==> config.mk <==
export PLATFORM = sky130hd
export DESIGN_NAME = dma_be_req_arbiter
export DESIGN_NICKNAME = d
export VERILOG_FILES = /design/src/rtl/dma_be_req_arbiter_pkg.sv /design/src/rtl/dma_be_req_arbiter_fifo.sv /design/src/rtl/dma_be_req_arbiter.sv
export SDC_FILE = /design/constraint.sdc
export NUM_CORES = 1
export LEC_CHECK = 0
export CAP_MARGIN = 25
export CORE_ASPECT_RATIO = 2
export CORE_MARGIN = 1
export CORE_UTILIZATION = 45
export CTS_BUF_LIST = sky130_fd_sc_hd__clkbuf_8
export DETAILED_ROUTE_END_ITERATION = 12
export PLACE_DENSITY = 0.7
export SLEW_MARGIN = 0
export SYNTH_ARGS = -nofsm -noshare
export SYNTH_HDL_FRONTEND = slang
export SYNTH_HIERARCHICAL = 1
export SYNTH_SLANG_ARGS = --single-unit
==> constraint.sdc <==
create_clock -name clk_i -period 3.7 [get_ports clk_i]
set_input_delay 1.11 -clock clk_i [delete_from_list [all_inputs] [get_ports clk_i]]
set_output_delay 1.11 -clock clk_i [all_outputs]
set_load 0.01 [all_outputs]
==> src/rtl/dma_be_req_arbiter_pkg.sv <==
// dma_be_arb_pkg: shared owner/counter types and the round-robin pick helper for dma_be_req_arbiter
package dma_be_arb_pkg;
  localparam int unsigned NUM_REQ = 2;
  localparam int unsigned MAX_IN_FLIGHT = 4;
  typedef logic [$clog2(NUM_REQ)-1:0] owner_t;
  typedef logic [$clog2(MAX_IN_FLIGHT+1)-1:0] cnt_t;
  function automatic owner_t rr_pick(input logic [NUM_REQ-1:0] valid, input owner_t ptr);
    owner_t pick;
    pick = '0;
    // walk from the farthest offset down so the requester closest to ptr is written last and wins
    for (int k = NUM_REQ - 1; k >= 0; k--)
      if (valid[(int'(ptr) + k) % NUM_REQ]) pick = owner_t'((int'(ptr) + k) % NUM_REQ);
    return pick;
  endfunction
endpackage

==> src/rtl/dma_be_req_arbiter_fifo.sv <==
// dma_be_req_arbiter_fifo: in-order owner FIFO (fifo_v3 style) used to route backend completions
//   clk_i/rst_ni  clock, async active-low reset
//   push_i/data_i write an owner id (ignored when full)
//   pop_i/data_o  drop / read the head (pop ignored when empty)
//   full_o/empty_o status from the registered occupancy
module dma_be_req_arbiter_fifo #(
  parameter int unsigned DATA_WIDTH = 1,
  parameter int unsigned DEPTH = 4
) (
  input  logic                  clk_i,
  input  logic                  rst_ni,
  input  logic                  push_i,
  input  logic                  pop_i,
  input  logic [DATA_WIDTH-1:0] data_i,
  output logic [DATA_WIDTH-1:0] data_o,
  output logic                  full_o,
  output logic                  empty_o
);
  localparam int unsigned PW = (DEPTH > 1) ? $clog2(DEPTH) : 1;
  typedef logic [PW-1:0] ptr_t;
  typedef logic [PW:0] occ_t;
  localparam occ_t FULL_OCC = occ_t'(DEPTH);
  ptr_t wr_q, wr_d, rd_q, rd_d;
  occ_t occ_q, occ_d;
  logic do_push, do_pop;
  logic [DATA_WIDTH-1:0] mem_q [DEPTH];
  assign full_o  = occ_q == FULL_OCC;
  assign empty_o = occ_q == '0;
  assign data_o  = mem_q[rd_q];
  always_comb begin
    do_push = push_i & ~full_o;
    do_pop  = pop_i & ~empty_o;
    wr_d    = wr_q + ptr_t'(do_push);
    rd_d    = rd_q + ptr_t'(do_pop);
    occ_d   = occ_q + occ_t'(do_push) - occ_t'(do_pop);
  end
  always_ff @(posedge clk_i or negedge rst_ni) begin
    if (!rst_ni) begin
      wr_q  <= '0;
      rd_q  <= '0;
      occ_q <= '0;
    end else begin
      wr_q  <= wr_d;
      rd_q  <= rd_d;
      occ_q <= occ_d;
    end
  end
  always_ff @(posedge clk_i) if (do_push) mem_q[wr_q] <= data_i;
endmodule

==> src/rtl/dma_be_req_arbiter.sv <==
// dma_be_req_arbiter: shares one iDMA backend between NumReq frontends and routes completions back in order
//   req_i/req_valid_i/req_ready_o        frontend requests (one lane per frontend)
//   be_req_o/be_valid_o/be_ready_i       backend request channel
//   be_rsp_i/be_rsp_valid_i/be_rsp_ready_o  backend completions
//   rsp_o/rsp_valid_o/rsp_ready_i        completion to owner (valid one-hot)
//   idle_o  per-frontend nothing in flight;  err_o  sticky completion-without-owner
//   Define DMA_BE_ARB_STRICT_PRIO_EN for fixed priority (lowest index wins) instead of round-robin.
module dma_be_req_arbiter
  import dma_be_arb_pkg::*;
#(
  parameter int unsigned NumReq      = NUM_REQ,
  parameter int unsigned MaxInFlight = MAX_IN_FLIGHT,
  parameter type         idma_req_t  = logic,
  parameter type         idma_rsp_t  = logic
) (
  input  logic              clk_i,
  input  logic              rst_ni,
  input  idma_req_t         req_i [NumReq],
  input  logic [NumReq-1:0] req_valid_i,
  output logic [NumReq-1:0] req_ready_o,
  output idma_rsp_t         rsp_o,
  output logic [NumReq-1:0] rsp_valid_o,
  input  logic [NumReq-1:0] rsp_ready_i,
  output idma_req_t         be_req_o,
  output logic              be_valid_o,
  input  logic              be_ready_i,
  input  idma_rsp_t         be_rsp_i,
  input  logic              be_rsp_valid_i,
  output logic              be_rsp_ready_o,
  output logic [NumReq-1:0] idle_o,
  output logic              err_o
);
  owner_t gnt, gnt_q, head;
  logic lock_q, lock_d, err_q, err_d, full, empty, hs, pop;
  cnt_t cnt_q [NumReq];
  cnt_t cnt_d [NumReq];
`ifdef DMA_BE_ARB_STRICT_PRIO_EN
  assign gnt = lock_q ? gnt_q : rr_pick(req_valid_i, '0);
`else
  owner_t rr_q, rr_d;
  assign gnt  = lock_q ? gnt_q : rr_pick(req_valid_i, rr_q);
  assign rr_d = hs ? owner_t'((int'(gnt) + 1) % NumReq) : rr_q;
  always_ff @(posedge clk_i or negedge rst_ni) begin
    if (!rst_ni) rr_q <= '0;
    else rr_q <= rr_d;
  end
`endif
  always_comb begin
    // handshake outputs are qualified by rst_ni so they read 0 while reset is held
    be_valid_o       = rst_ni & ~full & req_valid_i[gnt];
    be_req_o         = req_i[gnt];
    hs               = be_valid_o & be_ready_i;
    req_ready_o      = '0;
    req_ready_o[gnt] = hs;
    lock_d           = be_valid_o & ~be_ready_i;
    rsp_o            = be_rsp_i;
    rsp_valid_o      = '0;
    rsp_valid_o[head] = be_rsp_valid_i & ~empty;
    // with no owner recorded, accept (and drop) any completion so the backend cannot stall
    be_rsp_ready_o   = rst_ni & (empty ? be_rsp_valid_i : rsp_ready_i[head]);
    pop              = be_rsp_valid_i & ~empty & rsp_ready_i[head];
    err_d            = err_q | (be_rsp_valid_i & empty);
    for (int i = 0; i < NumReq; i++) begin
      cnt_d[i]  = cnt_q[i] + cnt_t'(hs && gnt == owner_t'(i)) - cnt_t'(pop && head == owner_t'(i));
      idle_o[i] = cnt_q[i] == '0;
    end
  end
  assign err_o = err_q;
  always_ff @(posedge clk_i or negedge rst_ni) begin
    if (!rst_ni) begin
      lock_q <= 1'b0;
      gnt_q  <= '0;
      err_q  <= 1'b0;
      for (int i = 0; i < NumReq; i++) cnt_q[i] <= '0;
    end else begin
      lock_q <= lock_d;
      gnt_q  <= gnt;
      err_q  <= err_d;
      cnt_q  <= cnt_d;
    end
  end
  dma_be_req_arbiter_fifo #(
    .DATA_WIDTH($bits(owner_t)),
    .DEPTH     (MaxInFlight)
  ) u_owner_fifo (
    .clk_i  (clk_i),
    .rst_ni (rst_ni),
    .push_i (hs),
    .pop_i  (pop),
    .data_i (gnt),
    .data_o (head),
    .full_o (full),
    .empty_o(empty)
  );
endmodule
==> qor.yml <==
outcome:
  status: "finished clean"
critical_path:
  cp-start-kind: "primary input"
  r2r_start: "u_owner_fifo/rd_q[0]"
  end_kind: "primary output"
  crit_path_max_fanout: 3
  rr_worst_depth: 10
  r2r_setup_slack_ns: 0.89
  crit_required_ns: 2.59
  critPathArrivalTime_ns: 2.51
  worstSetupPathType: "primary input to primary output"
  worstReg2RegEnd: "u_owner_fifo/occ_q[2]"
global_route:
  use_met3_pct: 1.79
  grt_pass1_vias: 830
  grt_overflow: 0
  grt_usage_pct: 17.0
  grt_max_degree: 12
  met2_usage_pct: 30.5
  grtUsageMet1_pct: 20.1
  busiest_layer: "met2"
  grt_pass1_wl_um: 3470
  antenna_found_initial: 0
timing:
  relSlewSlack_pct: 75.2
  fin_crit_ns: 3.62
  fin_tns_setup_ns: 0
  drv_slew: 0
  worst_pin_slew_ns: 0.369
  setup_viol: 0
  setup_slack_ns: 0.0789
  finalHoldViolations: 0
  rsz0062_at_grt: "no"
  finClkSkew_ns: 0.00276
  finalCritPeriodShare_pct: 97.9
  max_freq_mhz: 276
power:
  power_mw: 1.05
  power_density_nw_per_um2: 688
  peakVddDrop_mv: 0.416
  leakage_nw: 0.703
synth:
  seq_area_frac_synth_pct: 46.5
  ys_warn_count: 6
  synthCells: 101
  yosys.cell_types.count: 37
  avgSynthCellArea_um2: 11.6
  syn_nets: 121
  syn_area_um2: 1170
  ys_ff_latch: 21
min_path:
  min_path_type: "register to register"
  min_path_cells: 1
  hold_start: "err_o"
  whs_endpoint: "err_o"
place:
  io_buffers: 19
  post_dp_cell_area_um2: 1440
  gp_congestion: 0.813
  dp_slack_ns: -0.161
  dp_hpwl_um: 1680
clock_tree:
  h-tree-depth: 1
  clk_latency_ns: 0.25
  path_clk_slew_ns: 0.07
  cts_buffers: 3
  cts.sinks: 21
  root_buffer: "clkbuf_8"
  cts_max_path_buffers: 2
  cts_tree: "built"
route:
  num_vias: 839
  drt_first_pass_iters: 2
  first_iter_violations: 6
  postRouteWirelength_um: 2080
  wl_per_cell_um: 13.1
  postRouteAntennaNets: 0
  viasPerCell: 5.28
  drc_errors: 0
cells_and_area:
  final_area_um2: 1520
  nets: 153
  antennaDiodeCount: 0
  syn2layout_area_growth_pct: 30.0
  drive_gt1_share_pct: 15.9
die:
  start_util_pct: 48.7
  fp-row-count: 25
  fp.dieH_um: 74.2
  core_area_um2: 2410
  die_x_um: 38.1
  design.die.area_um2: 2830
  ios: 22
job:
  drv_cap: 0
[per-layer routing]
metal,share of wire [%],wire length (um),up-vias
met5,0,0,-
met4,0.87,18,0
met3,1.9,39,2
met2,56,1160,9
met1,41,857,412
li1,-,-,416
[registers in the layout, indices dropped and copies added, names as in the netlist]
register / cells
gnt_q: 1
u_owner_fifo/occ_q: 3
rr_q: 1
lock_q: 1
cnt_q: 6
u_owner_fifo/mem_q: 4
u_owner_fifo/wr_q: 2
err_o: 1
u_owner_fifo/rd_q: 2
[report_power, final]
part	total, mW	internal [mW]	switching [mW]
clock	0.141	0.0737	0.0673
combinational	0.469	0.265	0.205
sequential	0.437	0.338	0.0994
total	1.05	0.676	0.371
[cell usage after synthesis, drive strengths merged]
master	number	area share [%]
a21oi	2	0.85
a41oi	1	0.75
and2	3	1.7
and3	3	1.7
and4b	1	0.85
buf	2	1.1
dfrtp	17	36
edfxtp	4	10
fa	3	5.1
ha	6	6.4
inv	8	2.6
mux2	1	1.3
mux2i	1	0.85
mux4	1	1.9
nand2	3	0.96
nand2b	6	3.2
nand3	1	0.43
nand3b	1	0.64
nor2	4	1.3
nor2b	4	2.1
nor3	5	2.1
nor3b	1	1.6
nor4	3	1.6
nor4b	2	1.5
nor4bb	2	1.7
o211a	1	0.85
o21a	2	1.4
o21ai	2	0.85
o311ai	1	0.75
o31ai	1	0.64
xnor2	7	5.2
xor2	2	1.5
[how the worst max path moves through the flow]
stage | to | cells past startpoint | start
5_1_grt | be_req_o | 6 | req_valid_i[0]
6_report | be_req_o | 6 | req_valid_i[0]
2_1_floorplan | be_req_o | 4 | req_valid_i[0]
3_5_place_dp | be_req_o | 6 | req_valid_i[1]
4_1_cts | be_req_o | 6 | req_valid_i[1]
3_3_place_gp | be_req_o | 6 | req_valid_i[1]
[critical path, stage by stage]
cell             delay (ns)
clkdlybuf4s50_1        0.42
nor2b_1                0.14
o21a_2                 0.20
inv_2                  0.07
mux2_4                 0.29
dlygate4sd2_1          0.28
[repair_timing]
item,in CTS,in global routing
pin swaps,0,0
endpoints found under the setup margin,5,3
setup buffers,2,0
hold buffers,0,0
gates resized for setup,7,3
[metrics by stage]
stage | hold slack, ns | util, % | cells
5_1_grt | 0.508 | 63.3 | 159
2_1_floorplan | 0.448 | - | 101
4_1_cts | 0.481 | 63.0 | 159
6_report | 0.476 | 63.3 | 159
3_3_place_gp | 0.453 | 59.9 | 153
3_5_place_dp | 0.460 | 59.9 | 153
[logic make-up (layout without fill, tap and decap cells)]
family / Yosys count / in the layout / synth area share (%)
compound gates: 10 / 10 / 6.08
xor+xnor: 9 / 9 / 6.72
fa+ha+maj: 9 / 9 / 11.5
buf+inv: 10 / 41 / 3.63
flops: 21 / 21 / 46.5
mux: 3 / 3 / 4.06
simple gates: 39 / 39 / 21.5
[layout make-up]
cell class | instances | area [um^2]
Timing Repair Buffer | 29 | 280
Tap cell | 27 | 33.8
Clock inverter | 1 | 3.75
Multi-Input combinational cell | 70 | 589
Clock buffer | 3 | 41.3
Inverter | 8 | 30.0
Sequential cell | 21 | 546
Fill cell | 204 | 885
[cell usage in the layout (no fill, tap or decap), types with 2 or more instances in the layout]
master           instances
dfrtp_1                 17
nor4_1                   3
nor2b_1                  4
xor2_1                   2
buf_4                    8
ha_1                     6
o21ai_0                  2
inv_1                    8
clkbuf_8                 3
a21oi_1                  2
dlymetal6s2s_1           3
clkdlybuf4s50_1         13
nor4b_1                  2
nor2_1                   4
nand2_1                  3
dlygate4sd2_1            3
xnor2_1                  7
edfxtp_1                 4
fa_1                     3
nand2b_1                 6
nor4bb_1                 2
and2_1                   2
nor3_1                   5
Note: power is estimated with default switching activity, not from simulation.
